==> config.mk <==
export PLATFORM = sky130hd
export DESIGN_NAME = seg7_scan_ctrl
export DESIGN_NICKNAME = d
export VERILOG_FILES = /design/src/rtl/seg7_pkg.sv /design/src/rtl/seg7_hex_decode.sv /design/src/rtl/seg7_scan_ctrl.sv
export SDC_FILE = /design/constraint.sdc
export NUM_CORES = 1
export LEC_CHECK = 0
export ABC_CLOCK_PERIOD_IN_PS = 3600
export CELL_PAD_IN_SITES_DETAIL_PLACEMENT = 1
export CELL_PAD_IN_SITES_GLOBAL_PLACEMENT = 2
export CORE_UTILIZATION = 39
export CTS_BUF_LIST = sky130_fd_sc_hd__clkbuf_16
export DETAILED_ROUTE_END_ITERATION = 10
export PLACE_DENSITY = 0.9
export SKIP_CTS_REPAIR_TIMING = 1
export SLEW_MARGIN = 5
export SYNTH_ARGS = -nofsm -noshare
export SYNTH_HDL_FRONTEND = slang
export SYNTH_SLANG_ARGS = --single-unit
==> constraint.sdc <==
create_clock -name clk_i -period 3.6 [get_ports clk_i]
set_clock_uncertainty 0.05 [all_clocks]
set_input_delay 0.9 -clock clk_i [delete_from_list [all_inputs] [get_ports clk_i]]
set_output_delay 0.9 -clock clk_i [all_outputs]
set_load 0.005 [all_outputs]
==> src/rtl/seg7_pkg.sv <==
// seg7_pkg: glyph table, segment bit positions and width helper for the 7-segment scan driver
package seg7_pkg;
  localparam logic [6:0] GLYPH_0 = 7'h3F;
  localparam logic [6:0] GLYPH_1 = 7'h06;
  localparam logic [6:0] GLYPH_2 = 7'h5B;
  localparam logic [6:0] GLYPH_3 = 7'h4F;
  localparam logic [6:0] GLYPH_4 = 7'h66;
  localparam logic [6:0] GLYPH_5 = 7'h6D;
  localparam logic [6:0] GLYPH_6 = 7'h7D;
  localparam logic [6:0] GLYPH_7 = 7'h07;
  localparam logic [6:0] GLYPH_8 = 7'h7F;
  localparam logic [6:0] GLYPH_9 = 7'h6F;
  localparam logic [6:0] GLYPH_A = 7'h77;
  localparam logic [6:0] GLYPH_B = 7'h7C;
  localparam logic [6:0] GLYPH_C = 7'h39;
  localparam logic [6:0] GLYPH_D = 7'h5E;
  localparam logic [6:0] GLYPH_E = 7'h79;
  localparam logic [6:0] GLYPH_F = 7'h71;
  localparam int SEG_A = 0;
  localparam int SEG_B = 1;
  localparam int SEG_C = 2;
  localparam int SEG_D = 3;
  localparam int SEG_E = 4;
  localparam int SEG_F = 5;
  localparam int SEG_G = 6;
  localparam int SEG_DP = 7;
  function automatic int clog2_min1(input int n);
    return (n < 2) ? 1 : $clog2(n);
  endfunction
endpackage

==> src/rtl/seg7_hex_decode.sv <==
// seg7_hex_decode: nibble_i -> active-high {g..a} glyph_o
module seg7_hex_decode
  import seg7_pkg::*;
(
  input  logic [3:0] nib_i,
  output logic [6:0] glyph_o
);
  always_comb begin
    case (nib_i)
      4'h0: glyph_o = GLYPH_0;
      4'h1: glyph_o = GLYPH_1;
      4'h2: glyph_o = GLYPH_2;
      4'h3: glyph_o = GLYPH_3;
      4'h4: glyph_o = GLYPH_4;
      4'h5: glyph_o = GLYPH_5;
      4'h6: glyph_o = GLYPH_6;
      4'h7: glyph_o = GLYPH_7;
      4'h8: glyph_o = GLYPH_8;
      4'h9: glyph_o = GLYPH_9;
      4'hA: glyph_o = GLYPH_A;
      4'hB: glyph_o = GLYPH_B;
      4'hC: glyph_o = GLYPH_C;
      4'hD: glyph_o = GLYPH_D;
      4'hE: glyph_o = GLYPH_E;
      default: glyph_o = GLYPH_F;
    endcase
  end
endmodule

==> src/rtl/seg7_scan_ctrl.sv <==
// seg7_scan_ctrl: multiplexed N-digit 7-segment driver; clk_i/reset_i/en_i/load_i + value/dp/blink/blank_lz in, seg_o/sel_o/frame_done_o out
module seg7_scan_ctrl
  import seg7_pkg::*;
#(
  parameter int N_DIGITS       = 4,
  parameter int REFRESH_DIV    = 10,
  parameter int DEAD_CYCLES    = 1,
  parameter int BLINK_FRAMES   = 64,
  parameter int SEG_ACTIVE_LOW = 0,
  parameter int SEL_ACTIVE_LOW = 1
) (
  input  logic                  clk_i,
  input  logic                  reset_i,
  input  logic                  en_i,
  input  logic                  load_i,
  input  logic [4*N_DIGITS-1:0] value_i,
  input  logic [N_DIGITS-1:0]   dp_mask_i,
  input  logic [N_DIGITS-1:0]   blink_mask_i,
  input  logic                  blank_lz_i,
  output logic [7:0]            seg_o,
  output logic [N_DIGITS-1:0]   sel_o,
  output logic                  frame_done_o
);
  localparam int CW = clog2_min1(REFRESH_DIV);
  localparam int IW = clog2_min1(N_DIGITS);
  localparam int BW = clog2_min1(BLINK_FRAMES);
  localparam int DW = 6 * N_DIGITS + 1;
  localparam logic [7:0] SEG_INV = (SEG_ACTIVE_LOW != 0) ? 8'hFF : 8'h00;
  localparam logic [N_DIGITS-1:0] SEL_INV = (SEL_ACTIVE_LOW != 0) ? '1 : '0;
  logic [CW-1:0] cnt_q, cnt_d;
  logic [IW-1:0] idx_q, idx_d;
  logic [BW-1:0] bl_cnt_q;
  logic phase_q, pend_q, fd_q;
  logic [7:0] seg_q, seg_d;
  logic [N_DIGITS-1:0] sel_q, sel_d;
  // display buffers packed as {blank_lz, blink_mask, dp_mask, value}
  logic [DW-1:0] in_buf, pend_buf_q, act_buf_q;
  logic [4*N_DIGITS-1:0] act_val;
  logic [N_DIGITS-1:0] act_dp, act_bl, hz;
  logic act_lz, tc, last, wrap, dead, blink_off, lz_blank, bl_tc;
  logic [3:0] nib;
  logic [6:0] glyph;
  assign in_buf = {blank_lz_i, blink_mask_i, dp_mask_i, value_i};
  assign {act_lz, act_bl, act_dp, act_val} = act_buf_q;
  seg7_hex_decode u_dec (.nib_i(nib), .glyph_o(glyph));
  always_comb begin
    tc = cnt_q == CW'(REFRESH_DIV - 1);
    last = idx_q == IW'(N_DIGITS - 1);
    wrap = en_i && tc && last;
    bl_tc = bl_cnt_q == BW'(BLINK_FRAMES - 1);
    cnt_d = !en_i ? cnt_q : tc ? '0 : cnt_q + 1'b1;
    idx_d = !(en_i && tc) ? idx_q : last ? '0 : idx_q + 1'b1;
    dead = !en_i || int'(cnt_q) < DEAD_CYCLES;
    nib = act_val[{idx_q, 2'b00} +: 4];
    // hz[i]: nibbles i..N-1 are all zero
    hz = '0;
    hz[N_DIGITS-1] = act_val[4*N_DIGITS-1 -: 4] == 4'h0;
    for (int i = N_DIGITS - 2; i >= 0; i--) hz[i] = hz[i+1] && act_val[4*i +: 4] == 4'h0;
    lz_blank = act_lz && idx_q != '0 && hz[idx_q];
    blink_off = !phase_q && act_bl[idx_q];
    seg_d = (dead || blink_off) ? 8'h00 : {act_dp[idx_q], lz_blank ? 7'h00 : glyph};
    sel_d = dead ? '0 : {{(N_DIGITS-1){1'b0}}, 1'b1} << idx_q;
  end
  always_ff @(posedge clk_i or posedge reset_i) begin
    if (reset_i) begin
      cnt_q <= '0;
      idx_q <= '0;
      bl_cnt_q <= '0;
      phase_q <= 1'b1;
      pend_q <= 1'b0;
      pend_buf_q <= '0;
      act_buf_q <= '0;
      fd_q <= 1'b0;
      seg_q <= SEG_INV;
      sel_q <= SEL_INV;
    end else begin
      cnt_q <= cnt_d;
      idx_q <= idx_d;
      fd_q <= wrap;
      seg_q <= seg_d ^ SEG_INV;
      sel_q <= sel_d ^ SEL_INV;
      pend_buf_q <= load_i ? in_buf : pend_buf_q;
      pend_q <= !wrap && (pend_q || load_i);
      // a load landing on the wrap cycle goes straight to the active buffer
      act_buf_q <= (wrap && load_i) ? in_buf : (wrap && pend_q) ? pend_buf_q : act_buf_q;
      bl_cnt_q <= !wrap ? bl_cnt_q : bl_tc ? '0 : bl_cnt_q + 1'b1;
      phase_q <= (wrap && bl_tc) ? !phase_q : phase_q;
    end
  end
  assign seg_o = seg_q;
  assign sel_o = sel_q;
  assign frame_done_o = fd_q;
endmodule

# Yosys cells after proc, flatten, opt, wreduce, memory -nomap -nowiden
# Memories as Yosys holds them, arrays and structs flattened.
# Index checks and enable logic that the tools add are counted.
# word_totals
regBits,77
rom_bits,112
in_bits,29
output_inout_bits,13
elab_cells,60
memories,1
# classes
n_addsub,3
n_lt_le_gt_ge,2
n_eq_ne,3
n_shift,2
n_mux,14
n_bitwise,1
n_reduce_logical,24
# mem_list
memory,depth,width,rd,rd_ports_with_merged_regs,write_ports,line_no,rtl
(name not given),16,7,1,0,0,seg7_hex_decode.sv:9,case (nib_i)
# op_table
op,count
two-way mux 25 bit,2
zero test 4 bit,4
indexed part select 16 x 5 -> 4 bit,1
logical AND 1 bit,12
two-way mux 4 bit,2
two-way mux 8 bit,1
two-way mux 7 bit,1
"adder 6 x 1 -> 6 bit, second input constant",1
binary-select mux 1 bit (select 2 bit),3
"equality test 6 bit, second input constant",1
two-way mux 6 bit,1
"adder 4 x 1 -> 4 bit, second input constant",1
"equality test 4 bit, second input constant",1
"< comparator 4 x 1 -> 1 bit, second input constant",1
inverter 4 bit,1
nonzero test 2 bit,2
"<< shifter 1 x 2 -> 4 bit, first input constant",1
zero test 1 bit,3
logical OR 1 bit,3
"< comparator 2 x 3 -> 1 bit, second input constant",1
two-way mux 1 bit,3
"adder 2 x 1 -> 2 bit, second input constant",1
"equality test 2 bit, second input constant",1
two-way mux 2 bit,1

# Longest topological paths before layout
# Gate-level depths: netlist (run 1).
# depth
depth_word,9
depth_mapped,8
mapped_depth_nobuf,7

# Modules after synthesis
# Synthesis (run 1) repeated with hierarchy kept, for this count alone.
# unflattened
cells_unflattened,259
hier_area_um2,3507.1
# by_module_without_submodules
module,n_inst,cells_each,area_per_inst_um2,seq_area_each_um2
seg7_scan_ctrl,1,226,3219.3,1933.1
seg7_hex_decode,1,33,287.8,0.0

# Worst setup path before layout (run 1)
# Ideal clock, no wire load.
# synth_path
path_type,input to register
startpoint,input en_i
endpoint,register act_buf_q[0]
setup_time_ns,0.125
arrival_time_ns,2.148
required_time_ns,3.425
slack_ns,1.277
cell_stages,6
path_buffers,2
path_cell_list,nand2_1 and4bb_2 nor2b_1 buf_2 buf_2 mux2_2
# synth_between
elab_chain_len,4
elab_cells_between_ends,6
cone_classes,1 x mux; 5 x reduce/logical
# synth_rtl
element,line_no,rtl
"start, declared",seg7_scan_ctrl.sv:14,"input logic en_i,"
logical AND 1 bit * (2 in series),seg7_scan_ctrl.sv:49,wrap = en_i && tc && last;
logical AND 1 bit,seg7_scan_ctrl.sv:85,act_buf_q <= (wrap && load_i) ? in_buf : (wrap && pend_q) ? pend_buf_q : act_buf_q;
two-way mux 25 bit or nonzero test 2 bit (tied branches),n/a,
"end signal, assigned",seg7_scan_ctrl.sv:85,
"end, declared",seg7_scan_ctrl.sv:37,"logic [DW-1:0] in_buf, pend_buf_q, act_buf_q;"
# Mark *: on every way between the ends. The rest lies on a longest branch, timed or not.
# A chain may end at the register's enable or synchronous reset.

# Worst setup path after layout (run 1)
# layout_path
startpoint,register idx_q[0]
endpoint,register seg_q[4] (netlist: seg_o[4])
# layout_between
elab_chain_len,5
elab_cells_between_ends,13
cone_classes,1 x shift; 6 x mux; 5 x reduce/logical; 1 x memory
# layout_rtl
element,line_no,rtl
"start, declared",seg7_scan_ctrl.sv:31,"logic [IW-1:0] idx_q, idx_d;"
"start signal, assigned",seg7_scan_ctrl.sv:78,idx_q <= idx_d;
branches (longest 4 deep; another with memory read (16 x 7 bit)),n/a,
two-way mux 8 bit *,seg7_scan_ctrl.sv:61,"seg_d = (dead || blink_off) ? 8'h00 : {act_dp[idx_q], lz_blank ? 7'h00 : glyph};"
via seg_d[4],seg7_scan_ctrl.sv:34,"logic [7:0] seg_q, seg_d;"
"end signal, assigned",seg7_scan_ctrl.sv:80,seg_q <= seg_d ^ SEG_INV;
"end, declared",seg7_scan_ctrl.sv:34,
# Mark *: on every way through the listed nets, which the timed path passes. The select of a mux whose other input is x is not followed.

==> out/qor.yml, run 1 <==
status: "completed"
power_leakage_nw: 1.92
drtIter0Drc: 78
crit_type: "reg2reg"
combPwrFrac_pct: 18.5
grt_pass1_wl_um: 11100
async_reset_ff_share_pct: 100
dieArea_mm2: 0.00919
syn_to_final_growth_pct: 25.2
swShare_pct: 25.8
cap_violations: 0
synth_edf_count: 0
p_int_mw: 1.99
grt_max_degree: 78
worstSkewPairLatency_ns: 0.34
dpl_worst_slack_ns: 0.661
cp_data_required_time_ns: 3.73
wl_met2_um: 3240
tightest_slew_ns: 0.756
drt-met1-wl_um: 3050
num_vias: 2063
n_antenna_cell: 0
core_area_mm2: 0.00838
first_pass_iters: 5
total_power_mw: 2.68
antenna_found_initial: 0
dp_hpwl_um: 4290
die_h_um: 95.9
track_usage_pct: 16.8
ys_warn_count: 0
path_clk_slew_ns: 0.06
clock-sinks: 77
numCtsBuffers: 9
drt-wirelength-per-cell_um: 16.6
p_clk_share_pct: 39.3
syn_inst: 245
cts_tree: "done"
placedCellCount: 385
start_util_pct: 41.0
rsz0062_at_grt: "false"
synth_seq_area_share_pct: 56.2
clock.fmax_mhz: 381
grt_pass1_vias: 2126
hold_viol_final: 0
synthDistinctLibCells: 43
htreeDepth: 3
cp-end-kind: "flop"
fin_tns_setup_ns: 0
highest_layer: "met4"
ant_nets: 0
worstPathArrival_ns: 2.75
min_period_ns: 2.62
num-nets-final: 330
critPathLaunchType: "flop"
drcViolationCount: 0
p_sw_mw: 0.693
grt.overflow.total: 0
io_buffers: 41
hp-class: "reg2reg"
die_w_um: 95.9
ys_seq_elements: 77
finalWorstSetupSlack_ns: 0.977
syn-num-nets: 284
syn_avg_cell_area_um2: 14.0
gp_congestion: 0.748
setup_viol_count_final: 0
vias_per_cell: 5.14
layout-drive-gt1-share_pct: 32.1
final_max_slew_viol_count: 0
post-route-period-util_pct: 72.9
seq_power_share_pct: 42.2
root_buffer: "clkbuf_16"
cp_max_fo: 11
dr_wl_met3_um: 210
pin_count: 42
peakVddDrop_mv: 0.228
p_per_area_mw_per_mm2: 623
synth_flop_cell: "dfrtp_1"
slew_headroom_pct: 49.3
clockBufferDepth: 2
netlist_area_mm2: 0.00344
rows: 33
routed_wl_um: 6660
final_cells: 401
hold_ws_ns: 0.441
[final cells by class]
class                      instances  area, µm²
inverter                           7       26.3
sequential                        77       1930
clock inverter                     7        121
tap                              105        131
timing repair buffer              46        460
multi-input combinational        150       1410
fill                             850       4080
clock buffer                       9        225
[kinds of logic after synthesis]
family | after synthesis | share of synthesized area (%)
flops | 77 | 56.2
mux | 63 | 22.9
simple gates | 52 | 8.81
compound gates | 20 | 4.19
buf+inv | 18 | 2.95
fa+ha+maj | 10 | 3.64
xor+xnor | 5 | 1.27
[critical path, stage by stage (launching register included)]
cell and delay, ns:
dfrtp_1 0.65, mux4_1 0.73, inv_1 0.14, ha_1 0.22, nor2b_1 0.15, nor3_1 0.06, a2111oi_0 0.48
[per-stage QoR]
| stage | area, µm² | util, % |
|---|---|---|
| 2_1_floorplan | 3440 | - |
| 3_3_place_gp | 3960 | 47.2 |
| 3_5_place_dp | 3960 | 47.2 |
| 4_1_cts | 4300 | 51.3 |
| 5_1_grt | 4300 | 51.3 |
| 6_report | 4300 | 51.3 |
[sequential cells by signal, indices dropped and copies added, names as in the netlist]
| register | cells |
|---|---|
| cnt_q | 4 |
| phase_q | 1 |
| act_buf_q | 25 |
| idx_q | 2 |
| bl_cnt_q | 6 |
| pend_buf_q | 25 |
| seg_o | 8 |
| sel_o | 4 |
| frame_done_o | 1 |
| pend_q | 1 |
[metal layers]
layer | global-route usage (%) | vias to the layer above
met5 | 0 | -
met4 | 8.58 | 0
met3 | 3.79 | 10
met2 | 25.8 | 41
met1 | 22.2 | 1041
li1 | - | 971
[cells in the final DEF (no fill, tap or decap), types with 2 or more instances in the layout]
cell	count
dfrtp_1	72
mux2_2	53
clkdlybuf4s50_1	41
nand2_1	13
ha_1	10
clkbuf_16	9
nor2b_1	6
inv_1	6
nor4_1	6
o21ai_0	6
nor3_1	5
dfstp_2	5
nor2_1	4
mux4_1	4
mux2i_1	4
buf_4	4
a21oi_1	3
a22o_1	3
xnor2_1	3
bufinv_16	3
mux4_2	2
and3_2	2
or2_2	2
nand3_1	2
and3_1	2
xor2_1	2
inv_6	2
[Yosys cell counts, types with 2 or more instances]
master,number,share of area [%]
mux4_1,4,3.1
and3_1,2,0.36
o21ai_0,6,0.87
a22o_1,3,0.76
mux2_2,53,17
or2_2,2,0.36
inv_1,7,0.76
clkbuf_1,3,0.33
nor2b_1,7,1.3
dfrtp_1,72,52
nor2_1,4,0.44
dfstp_2,5,3.8
nor3_1,5,0.73
mux2i_1,4,1.2
nor4_1,6,1.1
a21oi_1,3,0.44
xor2_1,2,0.51
nand2_1,13,1.4
buf_6,4,1.3
nand3_1,2,0.29
mux4_2,2,1.3
xnor2_1,3,0.76
ha_1,10,3.6
and3_2,2,0.44
buf_2,3,0.44
[path summary, 6_finish.rpt]
path,start,to,slack (ns),depth (start not counted)
worst max-delay path,idx_q[0],seg_o[4],0.98,6
worst min-delay path,phase_q,phase_q,0.44,1
worst min register to register,phase_q,phase_q,0.44,1
worst max register to register,idx_q[0],seg_o[4],0.98,6
max in group asynchronous,reset_i,phase_q,2.21,3
min in group asynchronous,reset_i,pend_buf_q[4],0.91,3
[power by group through the flow]
stage / combinational, mW / clock, mW / sequential [mW]
floorplan: 0.353 / 0 / 1.10
global placement: 0.486 / 0 / 1.14
detailed placement: 0.500 / 0 / 1.15
CTS: 0.506 / 1.07 / 1.13
global route: 0.552 / 1.11 / 1.15
finish: 0.497 / 1.05 / 1.13
Note: power is estimated with default switching activity, not from simulation.
==> run 2: changes to the inputs <==
ABC_CLOCK_PERIOD_IN_PS = 2700   (was 3600)
clock period = 2.7 ns   (was 3.6 ns; I/O delays follow)
==> run 2 against run 1 <==
Against the previous run: non-clock buffer count grew 3; highest routed layer unchanged; cell area fell by 0.29%; first-iteration DRC count decreased by 37%; largest power group unchanged.
==> out/qor.yml, run 2 (synthesis gave the netlist of run 1 again) <==
drtIter0Drc: 49  # -37%
swShare_pct: 27.4  # +1.6 points
rsz0062_at_grt: "false"
clock.fmax_mhz: 419  # +9.8%
power_leakage_nw: 1.91  # -0.36%
min_period_ns: 2.39  # -0.234 ns
track_usage_pct: 17.5  # +0.79 points
rows: 33  # unchanged
clockBufferDepth: 2  # unchanged
highest_layer: "met4"
pin_count: 42  # unchanged
syn_to_final_growth_pct: 24.8
core_area_mm2: 0.00838  # unchanged
whs_path_depth: 1  # unchanged
num_vias: 2109  # +2.2%
setup_viol_count_final: 0  # unchanged
root_buffer: "clkbuf_16"
cp_max_fo: 5  # -6
crit_buf_inv: 1  # unchanged
io_buffers: 41  # unchanged
fin_tns_setup_ns: 0  # unchanged
num-nets-final: 333  # +0.91%
min_to: "pend_buf_q[4]"
path_clk_slew_ns: 0.06  # about the same
clock-sinks: 77  # unchanged
ant_nets: 0  # unchanged
grt_pass1_wl_um: 11900  # +7.2%
layout-drive-gt1-share_pct: 32.8  # +0.68 points
final_max_slew_viol_count: 0  # unchanged
finalInstanceArea_mm2: 0.00429  # -0.29%
grt_pass1_vias: 2289  # +7.7%
reg2reg_to: "seg_o[4]"
max_stage_delay_ns: 0.70  # -0.03 ns
status: "completed"
numCtsBuffers: 9  # unchanged
p_int_mw: 2.48  # +24%
start_util_pct: 41.0  # unchanged
gp_congestion: 0.729  # -2.5%
hp-class: "reg2reg"
die_h_um: 95.9  # unchanged
worstSkewPairLatency_ns: 0.33  # about the same
dp_hpwl_um: 4570  # +6.5%
dieArea_mm2: 0.00919  # unchanged
peakVddDrop_mv: 0.264  # +16%
critPathSlowestCell: "mux4_1"
slew_headroom_pct: 48.4  # -0.85 points
worstPathArrival_ns: 2.53  # -0.22 ns
crit_family: "multiplexers"
drcViolationCount: 0  # unchanged
antenna_found_initial: 0  # unchanged
vias_per_cell: 5.22  # +1.5%
dr_wl_met3_um: 162  # -23%
worstReg2RegStart: "idx_q[0]"
hp-start: "pend_buf_q[4]"
die_w_um: 95.9  # unchanged
p_per_area_mw_per_mm2: 795  # +27%
crit_chain: "mux4_1, inv_1, ha_1, nor2b_1, nor3_1, a2111oi_0"
dpl-instance-area_mm2: 0.00399  # +0.89%
first_pass_iters: 4  # -1
layout_commonest_cell: "dfrtp_1"
drt-met1-wl_um: 3180  # +4.1%
crit_type: "reg2reg"
htreeDepth: 3  # unchanged
critPathLaunchType: "flop"
cts_tree: "done"
cp-end-kind: "flop"
combPwrFrac_pct: 20.7  # +2.2 points
post-route-period-util_pct: 88.5  # +16 points
p_sw_mw: 0.934  # +35%
seq_power_share_pct: 43.9  # +1.7 points
r2r_cells: 6  # unchanged
grt_max_degree: 78  # unchanged
p_clk_share_pct: 35.4  # -3.9 points
cap_violations: 0  # unchanged
grt.overflow.total: 0  # unchanged
drt-wirelength-per-cell_um: 17.1  # +3.2%
mostFrequentLayoutCells: "dfrtp_1 (72), mux2_2 (53), clkdlybuf4s50_1 (41), nand2_1 (13), ha_1 (10)"
n_antenna_cell: 0  # unchanged
hold_viol_final: 0  # unchanged
routed_wl_um: 6920  # +4.0%
rrSetupSlack_ns: 0.31  # -0.67 ns
tightest_slew_ns: 0.768  # +0.0127 ns
cp_data_required_time_ns: 2.84  # -0.89 ns
wl_met2_um: 3490  # +7.6%
run 2: changes by cell type in the layout (fill, tap and decap cells not counted), sizes merged:
cell,before,now
buf,5,8
clkinvlp,0,1
bufinv,3,1
clkinv,2,3
run 2: final cells by class:
cell class,instances,area [µm²]
tap,105,131
fill,840,4090
multi-input combinational,150,1410
clock buffer,9,225
inverter,7,26.3
timing repair buffer,49,495
sequential,77,1930
clock inverter,7,73.8
run 2: through the flow:
stage	power [mW]	util, %	instances	worst slack [ns]	hold slack, ns
after floorplan	1.93	-	245	0.0166	0.397
after global placement	2.18	47.6	388	0.144	0.422
after detailed placement	2.22	47.6	388	0.0651	0.434
after CTS	3.46	51.2	404	0.283	0.445
after global routing	3.59	51.2	404	0.0886	0.460
final	3.41	51.2	404	0.311	0.443
run 2: worst max path at each step:
stage	startpoint	to	slack [ns]	cells past startpoint
4_1_cts	idx_q[0]	seg_o[4]	0.28	6
3_3_place_gp	en_i	idx_q[0]	0.14	5
5_1_grt	idx_q[0]	seg_o[4]	0.09	6
2_1_floorplan	reset_i	act_buf_q[0]	0.02	1
3_5_place_dp	en_i	idx_q[0]	0.07	5
6_report	idx_q[0]	seg_o[4]	0.31	6
run 2: worst reg2reg max path: cells and delay by family (launching register included):
family | cells | cell delay (ns)
flops | 1 | 0.50
fa+ha+maj | 1 | 0.22
mux | 1 | 0.70
buf+inv | 1 | 0.15
simple gates | 2 | 0.22
compound gates | 1 | 0.41
run 2: power groups by stage:
stage                     Clock (mW)  Sequential [mW]  Combinational [mW]
after CTS                       1.24             1.50               0.716
after floorplan                    0             1.46               0.471
final                           1.21             1.50               0.705
after detailed placement           0             1.52               0.702
after global placement             0             1.50               0.678
after global routing            1.29             1.52               0.781
run 2: routing by layer:
layer  GRT usage [%]  up-vias
li1                -      977
met1            23.3     1088
met2            28.5       35
met3            3.32        9
met4            6.72        0
met5               0        -
==> run 3: changes to the inputs <==
ABC_CLOCK_PERIOD_IN_PS = default   (was 2700)
clock period = 2.2 ns   (was 2.7 ns; I/O delays follow)
==> run 3 against run 2 <==
Against the previous run: die area stayed put; largest cell class unchanged; critical endpoint unchanged; worst setup slack worse by 0.21 ns; via count is 2.1% higher; clock power is 28% higher; global-route usage is 0.49 points lower; first-iteration DRC count is 37% higher; critical path depth stayed put; sequential cell count stayed put; register-to-register slack worse by 0.21 ns.
==> out/qor.yml, run 3 (synthesis gave the netlist of run 1 again) <==
reg2reg_to: "seg_o[4]"
cp-end-kind: "flop"
worstReg2RegStart: "idx_q[0]"
regArea_mm2: 0.00193  # about the same
routed_wl_um: 6850  # -1.1%
final_core_util_pct: 52.6  # +1.4 points
core_area_mm2: 0.00838  # unchanged
syn_to_final_growth_pct: 28.4
fin_tns_setup_ns: 0  # unchanged
n_antenna_cell: 0  # unchanged
min_to: "pend_buf_q[14]"
track_usage_pct: 17.1  # -0.49 points
grt_max_degree: 78  # unchanged
dp_hpwl_um: 4570  # about the same
clock-sinks: 77  # unchanged
cts_tree: "done"
cap_violations: 0  # unchanged
rsz0062_at_grt: "false"
worstPathArrival_ns: 2.25  # -0.28 ns
post-route-period-util_pct: 95.5  # +7.0 points
whs_path_depth: 1  # unchanged
final_max_slew_viol_count: 0  # unchanged
hp-start: "pend_buf_q[14]"
total_power_mw: 4.35  # +28%
hold_viol_final: 0  # unchanged
critPathLaunchType: "flop"
r2r_cells: 6  # unchanged
p_per_area_mw_per_mm2: 986  # +24%
antenna_found_initial: 0  # unchanged
grt_pass1_vias: 2265  # -1.0%
mostFrequentLayoutCells: "dfrtp_1 (71), mux2_2 (53), clkdlybuf4s50_1 (41), buf_4 (17), nand2_1 (13)"
layout_commonest_cell: "dfrtp_1"
root_buffer: "clkbuf_16"
drtIter0Drc: 67  # +37%
cp_max_fo: 10  # +5
clock.fmax_mhz: 476  # +14%
hp-class: "reg2reg"
htreeDepth: 3  # unchanged
nFillCells: 848  # +0.95%
numCtsBuffers: 9  # unchanged
die_w_um: 95.9  # unchanged
pin_count: 42  # unchanged
drcViolationCount: 0  # unchanged
io_buffers: 41  # unchanged
status: "completed"
placedCellCount: 398  # +2.6%
die_h_um: 95.9  # unchanged
power_leakage_nw: 1.96  # +2.5%
gp_congestion: 0.763  # +4.6%
setup_viol_count_final: 0  # unchanged
path_clk_slew_ns: 0.05  # about the same
peakVddDrop_mv: 0.445  # +68%
num_vias: 2154  # +2.1%
ant_nets: 0  # unchanged
clockBufferDepth: 2  # unchanged
crit_type: "reg2reg"
tightest_slew_ns: 0.404  # -0.365 ns
final_cells: 415  # +2.7%
grt.overflow.total: 0  # unchanged
rows: 33  # unchanged
worstSkewPairLatency_ns: 0.33  # about the same
cp_data_required_time_ns: 2.35  # -0.49 ns
min_period_ns: 2.10  # -0.289 ns
grt_pass1_wl_um: 11600  # -2.3%
slew_headroom_pct: 73.1  # +25 points
drt-wirelength-per-cell_um: 16.5  # -3.7%
first_pass_iters: 4  # unchanged
multi_input_area_mm2: 0.00140  # about the same
layout-drive-gt1-share_pct: 36.5  # +3.7 points
rrSetupSlack_ns: 0.1  # -0.21 ns
num-nets-final: 345  # +3.6%
dieArea_mm2: 0.00919  # unchanged
hold_ws_ns: 0.443  # -0.000392 ns
start_util_pct: 41.0  # unchanged
vias_per_cell: 5.19  # -0.57%
[run 3: cell count changes in the layout (fill, tap and decap cells not counted), sizes merged]
cell      before  now
inv            9    6
bufinv         1    2
clkinvlp       1    3
buf            8   20
clkinv         3    2
[run 3: layout make-up]
type | instances | area share (%)
Clock buffer | 9 | 5.10
Timing Repair Buffer | 61 | 13.6
Clock inverter | 6 | 2.01
Sequential cell | 77 | 43.8
Tap cell | 105 | 2.98
Multi-Input combinational cell | 150 | 31.8
Inverter | 7 | 0.681
[run 3: worst max-delay path by stage]
stage                     startpoint  endpoint  slack [ns]  cells after the start
after detailed placement        en_i  idx_q[0]       -0.19                      5
after floorplan             idx_q[0]  seg_o[4]        0.12                      7
after global routing        idx_q[0]  seg_o[5]        0.02                      6
after CTS                   idx_q[0]  seg_o[4]       -0.21                      6
after global placement          en_i  idx_q[0]       -0.16                      5
final                       idx_q[0]  seg_o[4]         0.1                      6
[run 3: through the flow]
| stage | setup slack, ns | cell area [µm²] |
|---|---|---|
| 3_3_place_gp | -0.164 | 4080 |
| 2_1_floorplan | 0.118 | 3440 |
| 6_report | 0.0998 | 4410 |
| 3_5_place_dp | -0.187 | 4080 |
| 4_1_cts | -0.211 | 4400 |
| 5_1_grt | 0.0212 | 4410 |
[run 3: metal layers]
layer  GRT usage [%]  vias to the layer above  share of wire, %  wire, µm
met1            22.3                     1101                47      3210
li1                -                      996                 -         -
met5               0                        -                 0         0
met4            5.22                        0               1.4        95
met2            27.8                       46                49      3330
met3            4.50                       11               3.0       208
[run 3: power breakdown]
part	switching, mW	total, mW	leakage (nW)	internal, mW
registers	0.177	1.84	0.972	1.66
clock network	0.564	1.55	0.147	0.986
logic	0.394	0.966	0.842	0.572
total	1.13	4.35	1.96	3.22
[run 3: worst max-delay path: stages (launching register included)]
cell,delay (ns)
dfrtp_2,0.44
buf_4,0.14
mux4_2,0.55
buf_4,0.20
nor2b_1,0.13
nor3_1,0.08
a2111oi_2,0.37
